## src/rtl/fifo_pkg.sv

```systemverilog
// Shared types and sizing for the FIFO read-side consumer.
package fifo_pkg;

  typedef enum logic [1:0] {
    IDLE = 2'd0,
    RUN  = 2'd1,
    STOP = 2'd2
  } rd_state_t;

  localparam int unsigned BUF_DEPTH = 2;
  localparam int unsigned OCC_W     = 2;

endpackage

```

## src/rtl/fifo_skid_buf.sv

```systemverilog
// Two-entry circular buffer that holds popped words until the stream sink accepts them.
module fifo_skid_buf
  import fifo_pkg::*;
#(
  parameter int unsigned WIDTH = 4
) (
  input  logic             clk,
  input  logic             rst,
  input  logic             push_i,
  input  logic [WIDTH-1:0] push_data_i,
  input  logic             pop_i,
  output logic [WIDTH-1:0] head_o,
  output logic [OCC_W-1:0] occ_o
);

  logic [WIDTH-1:0] mem_q [BUF_DEPTH];
  logic             wr_q, wr_d;
  logic             rd_q, rd_d;
  logic [OCC_W-1:0] occ_q, occ_d;
  logic             push_ok, pop_ok;

  // A push into a full buffer is only taken when the head leaves in the same cycle.
  always_comb begin
    pop_ok  = pop_i && (occ_q != '0);
    push_ok = push_i && ((occ_q != OCC_W'(BUF_DEPTH)) || pop_ok);
    wr_d    = wr_q ^ push_ok;
    rd_d    = rd_q ^ pop_ok;
    occ_d   = occ_q;
    if (push_ok && !pop_ok) begin
      occ_d = occ_q + OCC_W'(1);
    end else if (!push_ok && pop_ok) begin
      occ_d = occ_q - OCC_W'(1);
    end
  end

  always_ff @(posedge clk or posedge rst) begin
    if (rst) begin
      for (int i = 0; i < BUF_DEPTH; i++) begin
        mem_q[i] <= '0;
      end
      wr_q  <= 1'b0;
      rd_q  <= 1'b0;
      occ_q <= '0;
    end else begin
      if (push_ok) begin
        mem_q[wr_q] <= push_data_i;
      end
      wr_q  <= wr_d;
      rd_q  <= rd_d;
      occ_q <= occ_d;
    end
  end

  assign head_o = mem_q[rd_q];
  assign occ_o  = occ_q;

endmodule

```

## src/rtl/fifo_pop_reader.sv

```systemverilog
// Pops words from the FIFO read port, captures them a cycle later and replays them on a
// valid/ready stream through a two-entry buffer so back-pressure never drops a word.
module fifo_pop_reader
  import fifo_pkg::*;
#(
  parameter int unsigned WIDTH = 4,
  parameter int unsigned CNT_W = 8
) (
  input  logic             clk,
  input  logic             rst,
  input  logic             en,
  input  logic             fifo_empty,
  output logic             fifo_pop,
  input  logic [WIDTH-1:0] fifo_out,
  output logic             m_valid,
  input  logic             m_ready,
  output logic [WIDTH-1:0] m_data,
  output logic [CNT_W-1:0] word_cnt,
  output logic             busy
);

  localparam int unsigned LOAD_W = OCC_W + 1;

  rd_state_t        state_q, state_d;
  logic             inflight_q;
  logic [CNT_W-1:0] cnt_q, cnt_d;
  logic [OCC_W-1:0] occ;
  logic             accept;
  logic [LOAD_W-1:0] load;

  assign m_valid = (occ != '0);
  assign accept  = m_valid && m_ready;

  // Words already owed to the buffer after this cycle's beat leaves; a pop needs a free slot.
  assign load = LOAD_W'(occ) + LOAD_W'(inflight_q) - LOAD_W'(accept);

  always_comb begin
    state_d  = state_q;
    fifo_pop = 1'b0;
    busy     = 1'b0;
    cnt_d    = cnt_q + CNT_W'(accept);
    case (state_q)
      IDLE: begin
        if (en) state_d = RUN;
      end
      RUN: begin
        busy = 1'b1;
        if (!en) begin
          state_d = STOP;
        end else begin
          fifo_pop = !fifo_empty && (load < LOAD_W'(BUF_DEPTH));
        end
      end
      STOP: begin
        busy = inflight_q || (occ != '0);
        if (en) begin
          state_d = RUN;
        end else if (!busy) begin
          state_d = IDLE;
        end
      end
      default: state_d = IDLE;
    endcase
  end

  always_ff @(posedge clk or posedge rst) begin
    if (rst) begin
      state_q    <= IDLE;
      inflight_q <= 1'b0;
      cnt_q      <= '0;
    end else begin
      state_q    <= state_d;
      inflight_q <= fifo_pop;
      cnt_q      <= cnt_d;
    end
  end

  assign word_cnt = cnt_q;

  fifo_skid_buf #(
    .WIDTH(WIDTH)
  ) u_buf (
    .clk        (clk),
    .rst        (rst),
    .push_i     (inflight_q),
    .push_data_i(fifo_out),
    .pop_i      (accept),
    .head_o     (m_data),
    .occ_o      (occ)
  );

endmodule

```

## config.mk

```make
export PLATFORM = sky130hd
export DESIGN_NAME = fifo_pop_reader
export DESIGN_NICKNAME = d
export VERILOG_FILES = /design/src/rtl/fifo_pkg.sv /design/src/rtl/fifo_skid_buf.sv /design/src/rtl/fifo_pop_reader.sv
export SDC_FILE = /design/constraint.sdc
export NUM_CORES = 1
export LEC_CHECK = 0
export ABC_CLOCK_PERIOD_IN_PS = 2200
export CELL_PAD_IN_SITES_DETAIL_PLACEMENT = 2
export CELL_PAD_IN_SITES_GLOBAL_PLACEMENT = 2
export CORE_AREA = 2 2 80 52
export CTS_CLUSTER_SIZE = 24
export DETAILED_ROUTE_END_ITERATION = 7
export DIE_AREA = 0 0 82 54
export GPL_TIMING_DRIVEN = 1
export HOLD_SLACK_MARGIN = 0.03
export PLACE_DENSITY = 0.79
export SLEW_MARGIN = 20
export SYNTH_ARGS = -nofsm -noshare
export SYNTH_HDL_FRONTEND = slang
export SYNTH_SLANG_ARGS = --single-unit
```

## constraint.sdc

```tcl
create_clock -name clk -period 2.2 [get_ports clk]
set_clock_uncertainty 0.1 [all_clocks]
set_input_delay 0.33 -clock clk [delete_from_list [all_inputs] [get_ports clk]]
set_output_delay 0.33 -clock clk [all_outputs]
set_load 0.005 [all_outputs]
```

# Word-level counts from Yosys, hierarchy flattened
# Cells that the tools add are included.
# Widths: inputs -> output; s select.
dict set report totals {
  regBits 23
  elab_cells 59
  output_inout_bits 15
  inputBits 9
}
dict set report classes {
  n_reduce_logical 16
  bitwise 4
  n_lt_le_gt_ge 4
  n_mux 16
  addsub 5
  eq_ne 6
}
# op count
set ops {}
lappend ops {{$mux 4} 4}
lappend ops {{$mux 2} 6}
lappend ops {{$add 8x1->8} 1}
lappend ops {{$bwmux 8} 1}
lappend ops {{$logic_and 1x1->1} 7}
lappend ops {{$ne 2x2->1 const B} 3}
lappend ops {{$pmux 2 s3} 1}
lappend ops {{$demux 4 s1} 1}
lappend ops {{$ge 2x2->1 const B} 2}
lappend ops {{$not 1->2} 2}
lappend ops {{$reduce_bool 2->1} 2}
lappend ops {{$add 2x1->3} 1}
lappend ops {{$logic_not 1->1} 3}
lappend ops {{$lt 3x2->1 const B} 1}
lappend ops {{$ne 3x3->1 const B} 1}
lappend ops {{$reduce_and 3->1} 1}
lappend ops {{$sub 3x1->3} 1}
lappend ops {{$add 2x1->2 const B} 1}
lappend ops {{$eq 2x1->1 const B} 1}
lappend ops {{$eq 2x2->1 const B} 1}
lappend ops {{$logic_not 2->1} 1}
lappend ops {{$logic_or 1x1->1} 2}
lappend ops {{$lt 2x1->1 const B} 1}
lappend ops {{$mux 1} 2}
lappend ops {{3 further kinds} 4}

# Longest topological paths before layout
# Gate-level depths: netlist of run 1.
dict set report depth {
  word_depth 9
  ltp_mapped 7
  mapped_depth_nobuf 6
}

# Hierarchy
# From an unflattened synthesis of run 1, not the netlist that was laid out.
dict set report unflattened {
  hier_cells 96
  area_unflattened_um2 1149.9
}
# module n_inst area_each_um2 cells_each seq_area_each_um2
set modules_own_cells {}
lappend modules_own_cells {fifo_pop_reader 1 610.6 58 275.3}
lappend modules_own_cells {fifo_skid_buf 1 539.3 38 300.3}

# Least setup slack after synthesis of run 1
# Ideal clock, no wire load.
dict set report synth_timing {
  kind {register -> output}
  from {reg u_buf.occ_q[1], in the netlist u_buf.occ_o[1]}
  to {out fifo_pop}
  required_time_ns 1.770
  arrival_time_ns 1.717
  path_stages_with_launch 7
  path_slack_ns 0.053
  path_cell_list {dfrtp_1 > nand2_1 > nor2_1 > o21ai_0 > fa_1 > xor2_1 > nor4b_1}
}
dict set report synth_via {
  elab_chain_len 7
  elab_cells_between_ends 8
  cone_classes {2 x add/sub; 1 x order compare; 2 x mux; 3 x reduce/logical}
}
# item line_no
set synth_lines {}
lappend synth_lines {{start: declaration} fifo_skid_buf.sv:19} ;# logic [OCC_W-1:0] occ_q, occ_d;
lappend synth_lines {{start signal: assignment} fifo_skid_buf.sv:43} ;# occ_q <= '0;
lappend synth_lines {{start signal: assignment} fifo_skid_buf.sv:50} ;# occ_q <= occ_d;
lappend synth_lines {{parallel branches: the longest is 2 deep, another holds $add 2x1->3} -}
lappend synth_lines {{$sub 3x1->3 (*)} fifo_pop_reader.sv:35} ;# assign load = LOAD_W'(occ) + LOAD_W'(inflight_q) - LOAD_W'(accept);
lappend synth_lines {{$lt 3x2->1 (*)} fifo_pop_reader.sv:51} ;# fifo_pop = !fifo_empty && (load < LOAD_W'(BUF_DEPTH));
lappend synth_lines {{$logic_and 1x1->1 (*)} fifo_pop_reader.sv:51}
lappend synth_lines {{$mux 1 (*)} fifo_pop_reader.sv:48} ;# if (!en) begin
lappend synth_lines {{$mux 1 (*)} fifo_pop_reader.sv:42} ;# case (state_q)
lappend synth_lines {{end: declaration} fifo_pop_reader.sv:13} ;# output logic fifo_pop,
# Mark *: on every way between the ends.

# Worst setup path after layout of run 1
# Ends and elaborated chain as after synthesis.

==> results.md, run 1 <==
- Pin count of the biggest net entering global routing: 24
- Post-synth EDFFs: 0
- Required @ worst endpoint: 1.77 ns
- Share of layout cells above drive strength 1: 28.8%
- Via Count: 851
- Top-count cell post-synth: dfrtp_1
- DR vias/cell: 4.68
- Worst Setup EP: fifo_pop
- Core Box Area: 3780 um2
- Logic pwr share: 48.4%
- Syn nets: 113
- Global-route wire length before repair: 4900 um
- Area Growth Syn to Fin: 37.2%
- LEAKAGE: 0.000746 uW
- Syn. warnings: 0
- Switching share of power: 36.6%
- Unrepaired setup endpoints after global routing: yes
- Slew margin rel.: 79.9%
- Power share of the clock group: 14.0%
- # Max-Cap Violations: 0
- Yosys top cell area share: 49.4%
- Final Setup Violations: 2
- Max Fclk: 0.434 GHz
- Internal: 1260 uW
- Post-synthesis sequential area ratio: 49.4%
- Rows: 18
- Worst slack, placed: -0.885 ns
- Top FF cell, synth: dfrtp_1
- Reg clk slew, reported paths: 0.09 ns
- Maximum fanout along the worst path: 2
- Synth Cell Area: 1160 um2
- Diodes inserted: 0
- R2R depth: 7
- Num CTS Buffers: 3
- Power per cell area: 1240 nW/um2
- Post-DRT Antenna Nets: 0
- Core Util, Final: 42.2%
- Min cycle time layout: 2.30 ns
- Initial DRC count: 18
- Crit Reg-Reg Endpoint: u_buf.occ_o[1]$_DFFE_PP0P_
- Final worst setup slack: -0.102 ns
- Slew @ Worst Pin: 0.302 ns
- Failing checks: negative setup slack
- Leading area contributor after synthesis: dfrtp_1
- Crit path DAT: 1.87 ns
- WL final: 2960 um
- CTS tree: built
- Clock H-tree levels: 1
- Seq cells post-synth: 23
- Worst setup path category: flip-flop to primary output
- CP startpoint: u_buf.occ_o[1]$_DFFE_PP0P_
- Outcome: complete, but fails checks
- Mean Syn Cell Area: 12.3 um2
- Reg2reg start: u_buf.occ_o[0]$_DFFE_PP0P_
- Die area: 4430 um2
- Post-DP HPWL: 2260 um
- Worst reg2reg setup slack: 0.42 ns
- Per-cell routed wire length: 16.2 um
- Clk_lat worst skew: 0.28 ns
- Max clock buf depth: 2
- IR drop worst, VDD: 510 uV
- Die width: 82 um
- DR DRC count: 0
- Async SR Flop Fraction: 100%
- Hold crit path type: input pin to async pin
- Initial antenna violation count: 0
- Area contributors post-synth: dfrtp_1 (49%), mux2_2 (12%), ha_1 (8.6%), xnor2_1 (4.5%), xor2_1 (4.5%)
- Hold Violations, Final: 0
- Max Slew Vio Count: 0
- Switching power of the nets: 726 uW
- Gr ovfl total: 0
- Yosys cell types: 25
- Syn Inst Count: 95
- Total power: 1980 uW
- NumNets Final: 151
- CTS Hold Bufs: 0
- CTS sink count: 23
- Port bufs: 23
- Final period utilization: 105%
- GRT Util Overall: 15.5%
- RePlAce Congestion: 0.850
- Router iterations before antenna repair: 4
- Crit start category: flip-flop
- Number of global-route vias before repair: 983
- Starting density of the core: 30.8%
- Die height: 54 um
- Top cells by count, synth: dfrtp_1 (23), mux2_2 (12), ha_1 (8), inv_1 (7)
- Endpoint class of the critical path: primary output
- Seq pwr share: 37.6%
- I/O pin cnt: 24
- Root Buffer: clkbuf_8
[cell usage in the layout, fill, tap and decap left out]
cell type / n
a22o_1: 1
and3_1: 1
buf_2: 1
buf_4: 11
clkbuf_8: 3
clkdlybuf4s50_1: 21
clkinv_2: 1
dfrtp_1: 23
dlygate4sd2_1: 1
fa_2: 1
ha_1: 7
ha_2: 1
inv_1: 6
inv_2: 1
mux2_2: 12
nand2_1: 6
nand3_1: 2
nand4_1: 1
nor2_1: 4
nor2_2: 1
nor2b_2: 1
nor3_1: 3
nor4_2: 1
nor4b_4: 1
o211ai_2: 1
o21a_1: 1
o21ai_2: 1
o22ai_1: 1
o31a_1: 3
o31ai_2: 1
or2_1: 1
xnor2_1: 6
xor2_1: 6
[cell families (layout without fill, tap and decap cells)]
| kind of cell | after synthesis | after routing | synth area share, % |
|---|---|---|---|
| buf+inv | 8 | 45 | 3.22 |
| xor+xnor | 12 | 12 | 9.02 |
| flops | 23 | 23 | 49.4 |
| simple gates | 22 | 22 | 9.67 |
| fa+ha+maj | 9 | 9 | 10.3 |
| mux | 12 | 12 | 11.6 |
| compound gates | 9 | 9 | 6.77 |
[registers in the layout (all words and copies together) (netlist names)]
signal       cells
inflight_q       1
state_q          2
u_buf.mem_q      8
u_buf.occ_o      2
u_buf.rd_q       1
u_buf.wr_q       1
word_cnt         8
[layout make-up]
class                   instances  area [um2]
clock buffers                   3        41.3
clock inverters                 1        5.00
fillers                       412        2190
inverters                       7        26.3
multi-input cells              64         581
flip-flops and latches         23         576
well taps                      50        62.6
repair buffers                 34         307
[how the worst min path moves through the flow]
stage	start	to
2_1_floorplan	rst	inflight_q$_DFF_PP0_
3_3_place_gp	word_cnt[7]$_DFF_PP0_	word_cnt[7]$_DFF_PP0_
3_5_place_dp	word_cnt[7]$_DFF_PP0_	word_cnt[7]$_DFF_PP0_
4_1_cts	rst	u_buf.mem_q[0]$_DFFE_PP0P_
5_1_grt	rst	word_cnt[5]$_DFF_PP0_
6_report	rst	u_buf.wr_q$_DFF_PP0_
[power groups by stage]
stage,logic [uW],registers (uW),clock network [uW]
6_report,959,746,277
3_3_place_gp,858,736,0
5_1_grt,1070,776,303
3_5_place_dp,931,751,0
2_1_floorplan,488,731,0
4_1_cts,959,749,287
[critical path, cell delays in order, from the launching register on]
cell	delay, ns
dfrtp_1	0.42
nand2_1	0.09
nor2_2	0.05
buf_4	0.14
fa_2	0.34
xor2_1	0.17
nor4b_4	0.23
buf_2	0.16
[routing by layer]
metal	track usage [%]	vias up	wire (um)
met4	3.33	0	10
met1	19.2	431	1390
met5	0	-	0
met3	4.53	2	137
li1	-	398	-
met2	27.2	20	1420
[what timing repair did]
| action | 4_1_cts | 5_1_grt |
|---|---|---|
| pin swaps | 5 | 2 |
| setup endpoints to repair | 2 | 2 |
| gates resized for setup | 12 | 2 |
| setup buffers | 1 | 0 |
[per-stage QoR]
step / cell area [um2] / TNS (ns) / cells / hold WS, ns
after CTS: 1590 / -0.278 / 182 / 0.313
after detailed placement: 1520 / -1.01 / 177 / 0.361
after global placement: 1520 / -0.705 / 177 / 0.358
final: 1600 / -0.179 / 182 / 0.294
after floorplan: 1160 / 0 / 95 / 0.232
after global routing: 1600 / -0.300 / 182 / 0.341
(Power assumes the default switching activity.)
==> run 2, diff against run 1 <==
--- a/config.mk
+++ b/config.mk
@@ -5,16 +5,17 @@
 export SDC_FILE = /design/constraint.sdc
 export NUM_CORES = 1
 export LEC_CHECK = 0
+export ABC_AREA = 1
 export ABC_CLOCK_PERIOD_IN_PS = 2200
 export CELL_PAD_IN_SITES_DETAIL_PLACEMENT = 2
 export CELL_PAD_IN_SITES_GLOBAL_PLACEMENT = 2
-export CORE_AREA = 2 2 80 52
+export CORE_AREA = 2 2 85 55
 export CTS_CLUSTER_SIZE = 24
 export DETAILED_ROUTE_END_ITERATION = 7
-export DIE_AREA = 0 0 82 54
+export DIE_AREA = 0 0 87 57
 export GPL_TIMING_DRIVEN = 1
 export HOLD_SLACK_MARGIN = 0.03
-export PLACE_DENSITY = 0.79
+export PLACE_DENSITY = 0.78
 export SLEW_MARGIN = 20
 export SYNTH_ARGS = -nofsm -noshare
 export SYNTH_HDL_FRONTEND = slang
==> run 2 against run 1 <==
  * The flow still finishes with violations (negative setup slack)
  * Flip-flop and latch count unchanged
  * Hold slack improved by 0.0050 ns
  * Critical endpoint unchanged
  * Critical path type unchanged
  * Die area increased by 12%
  * Largest power group unchanged
  * First-iteration DRC count decreased by 44%
  * Routed wire length increased by 24%
  * Total power increased by 9.1%
  * Worst setup slack got worse by 0.13 ns
  * Highest routed layer unchanged
==> results.md, run 2 <==
- Die area: 4960 um2 (+12%)
- Post-DRT Antenna Nets: 0 (unchanged)
- Maximum fanout along the worst path: 3 (+1)
- DR vias/cell: 4.62 (-1.3%)
- Required @ worst endpoint: 1.77 ns (about the same)
- Num CTS Buffers: 3 (unchanged)
- Unrepaired setup endpoints after global routing: yes
- CTS Hold Bufs: 0 (unchanged)
- Crit start category: flip-flop
- Pin count of the biggest net entering global routing: 24 (unchanged)
- Max Fclk: 0.411 GHz (-5.4%)
- Power per cell area: 1290 nW/um2 (+3.8%)
- Slew @ Worst Pin: 0.386 ns (+0.0846 ns)
- Final instance area: 1680 um2 (+5.1%)
- Max stage delay on crit path: 0.53 ns (+0.11 ns)
- Top cells by count, synth: nand2_1 (31), dfrtp_1 (23), inv_1 (18), o21ai_0 (12), nor2_1 (10)
- IR drop worst, VDD: 488 uV (-4.5%)
- Syn Inst Count: 133 (+40%)
- Min cycle time layout: 2.43 ns (+0.131 ns)
- Placed Area: 1560 um2 (+2.6%)
- Final Setup Violations: 1 (-1)
- Fin cells: 224 (+23%)
- Diodes inserted: 0 (unchanged)
- CTS tree: built
- Top FF cell, synth: dfrtp_1
- LEAKAGE: 0.000826 uW (+11%)
- Die width: 87 um (+6.1%)
- CTS sink count: 23 (unchanged)
- Initial DRC count: 10 (-8)
- Per-cell routed wire length: 16.3 um (+0.50%)
- Yosys cell types: 22 (-12%)
- Clk_lat worst skew: 0.27 ns (about the same)
- Router iterations before antenna repair: 2 (-2)
- Rows: 19 (+1)
- Area of the multi-input gates: 586 um2 (+0.86%)
- GRT Util Overall: 16.9% (+1.4 points)
- Synth Cell Area: 1200 um2 (+3.2%)
- Outcome: complete, but fails checks
- Commonest cells after routing, fill and taps aside: nand2_1 (29), dfrtp_1 (23), clkdlybuf4s50_1 (20)
- Worst setup path category: flip-flop to primary output
- DR DRC count: 0 (unchanged)
- Max Slew Vio Count: 0 (unchanged)
- CP max stage cell: fa_2
- Worst reg2reg setup slack: 0.17 ns (-0.25 ns)
- Seq cells post-synth: 23 (unchanged)
- Max clock buf depth: 2 (unchanged)
- Reg clk slew, reported paths: 0.09 ns (about the same)
- FF/Latch Area: 576 um2 (unchanged)
- Number of global-route vias before repair: 1259 (+28%)
- Critical path cell sequence: inv_2 > nand2_4 > nor2_4 > o21ai_2 > fa_2 > nand2_2 > nor4_4 > buf_2
- Syn nets: 151 (+34%)
- Gr ovfl total: 0 (unchanged)
- Dpl cells: 216 (+22%)
- I/O pin cnt: 24 (unchanged)
- Hold crit path type: input pin to async pin
- Worst slack, placed: -0.911 ns (-0.0254 ns)
- Post-synthesis sequential area ratio: 47.9% (-1.5 points)
- Post-synth EDFFs: 0 (unchanged)
- Final period utilization: 111% (+5.9 points)
- Endpoint class of the critical path: primary output
- Initial antenna violation count: 0 (unchanged)
- Area contributors post-synth: dfrtp_1 (48%), nand2_1 (9.7%), ha_1 (8.3%), inv_1 (5.6%), o21ai_0 (5.0%)
- Core Box Area: 4260 um2 (+12%)
- Share of layout cells above drive strength 1: 20.9% (-7.9 points)
- Via Count: 1034 (+22%)
- Port bufs: 23 (unchanged)
- Area Growth Syn to Fin: 39.6%
- Final worst setup slack: -0.232 ns (-0.131 ns)
- Clock H-tree levels: 1 (unchanged)
- Async SR Flop Fraction: 100% (unchanged)
- # Max-Cap Violations: 0 (unchanged)
- WL final: 3660 um (+24%)
- Global-route wire length before repair: 6300 um (+29%)
- Commonest non-fill, non-tap cell in the layout: nand2_1
- Syn. warnings: 0 (unchanged)
- Yosys top cell area share: 47.9% (-1.5 points)
- Failing checks: negative setup slack
- Post-DP HPWL: 2650 um (+17%)
- Root Buffer: clkbuf_8
- Fill count: 479 (+16%)
- Total power: 2160 uW (+9.1%)
- Crit path DAT: 2.00 ns (+0.13 ns)
- Slew margin rel.: 74.0% (-5.9 points)
- Hold Violations, Final: 0 (unchanged)
- Top-count cell post-synth: nand2_1
- NumNets Final: 191 (+26%)
- Starting density of the core: 28.3% (-2.5 points)
- RePlAce Congestion: 0.701 (-18%)
- Mean Syn Cell Area: 9.04 um2 (-26%)
- Leading area contributor after synthesis: dfrtp_1
- Die height: 57 um (+5.6%)
run 2: cell types whose count changed in the layout (fill, tap and decap cells not counted), moves of 3 or more:
cell and change:
o31a_1 -3, xnor2_1 -5, inv_1 +12, nand3_1 +3, o21ai_0 +11, nor2_1 +4, nand2_1 +23, mux2_2 -8
run 2: layout make-up:
cell class | instances | share of cell area, %
clock buffer | 3 | 2.46
clock inverter | 1 | 0.298
inverter | 21 | 4.69
multi-input combinational | 88 | 34.9
sequential | 23 | 34.3
tap | 52 | 3.87
timing repair buffer | 36 | 19.5
run 2: repair_timing:
item / CTS / global route
pin swaps: 6 / 5
resized for setup: 20 / 3
endpoints found under the setup margin: 2 / 2
cloned: 0 / 0
setup buffers: 9 / 1
run 2: path summary, 6_finish.rpt:
kind / start / end / cells after the start
setup / recovery: u_buf.occ_o[0]$_DFFE_PP0P_ / fifo_pop / 8
hold / removal: rst / u_buf.rd_q$_DFF_PP0_ / 3
setup reg to reg: u_buf.occ_o[0]$_DFFE_PP0P_ / inflight_q$_DFF_PP0_ / 10
hold reg to reg: word_cnt[6]$_DFF_PP0_ / word_cnt[6]$_DFF_PP0_ / 1
max in group asynchronous: rst / u_buf.mem_q[4]$_DFFE_PP0P_ / 3
min in group clk: word_cnt[6]$_DFF_PP0_ / word_cnt[6]$_DFF_PP0_ / 1
run 2: power breakdown:
group | switching (uW) | leakage [uW] | internal, uW
logic | 560 | 0.000527 | 551
clock network | 148 | 0.0000255 | 127
registers | 170 | 0.000274 | 606
run 2: per-stage QoR:
stage                     hold slack [ns]  setup TNS [ns]  util [%]
after floorplan                     0.232               0         -
final                               0.299          -0.232      39.5
after global placement              0.378          -0.683      36.7
after detailed placement            0.400           -1.13      36.7
after CTS                           0.311          -0.501      40.1
after global routing                0.341          -0.350      39.5
run 2: metal layers:
layer | global-route usage (%) | wire [um]
met1 | 18.4 | 1440
met2 | 33.6 | 2070
met3 | 3.76 | 101
met4 | 3.35 | 42
met5 | 0 | 0
run 2: worst max-delay path: cells and delay by family, from the launching register on:
kind,cells,cell delay [ns]
adder cells (fa/ha/maj),1,0.53
buffers and inverters,2,0.26
AO/OA/AOI/OAI,1,0.06
AND/OR/NAND/NOR,4,0.47
flip-flops,1,0.40
run 2: logic make-up after synthesis:
family,Yosys count,share of synthesized area [%]
AOI/OAI and AO/OA,14,6.04
xor gates and xnor gates,7,5.10
and+or+nand+nor,54,20.4
muxes,4,3.75
adders and majority gates,9,9.99
DFF,23,47.9
buffers and inverters,22,6.87
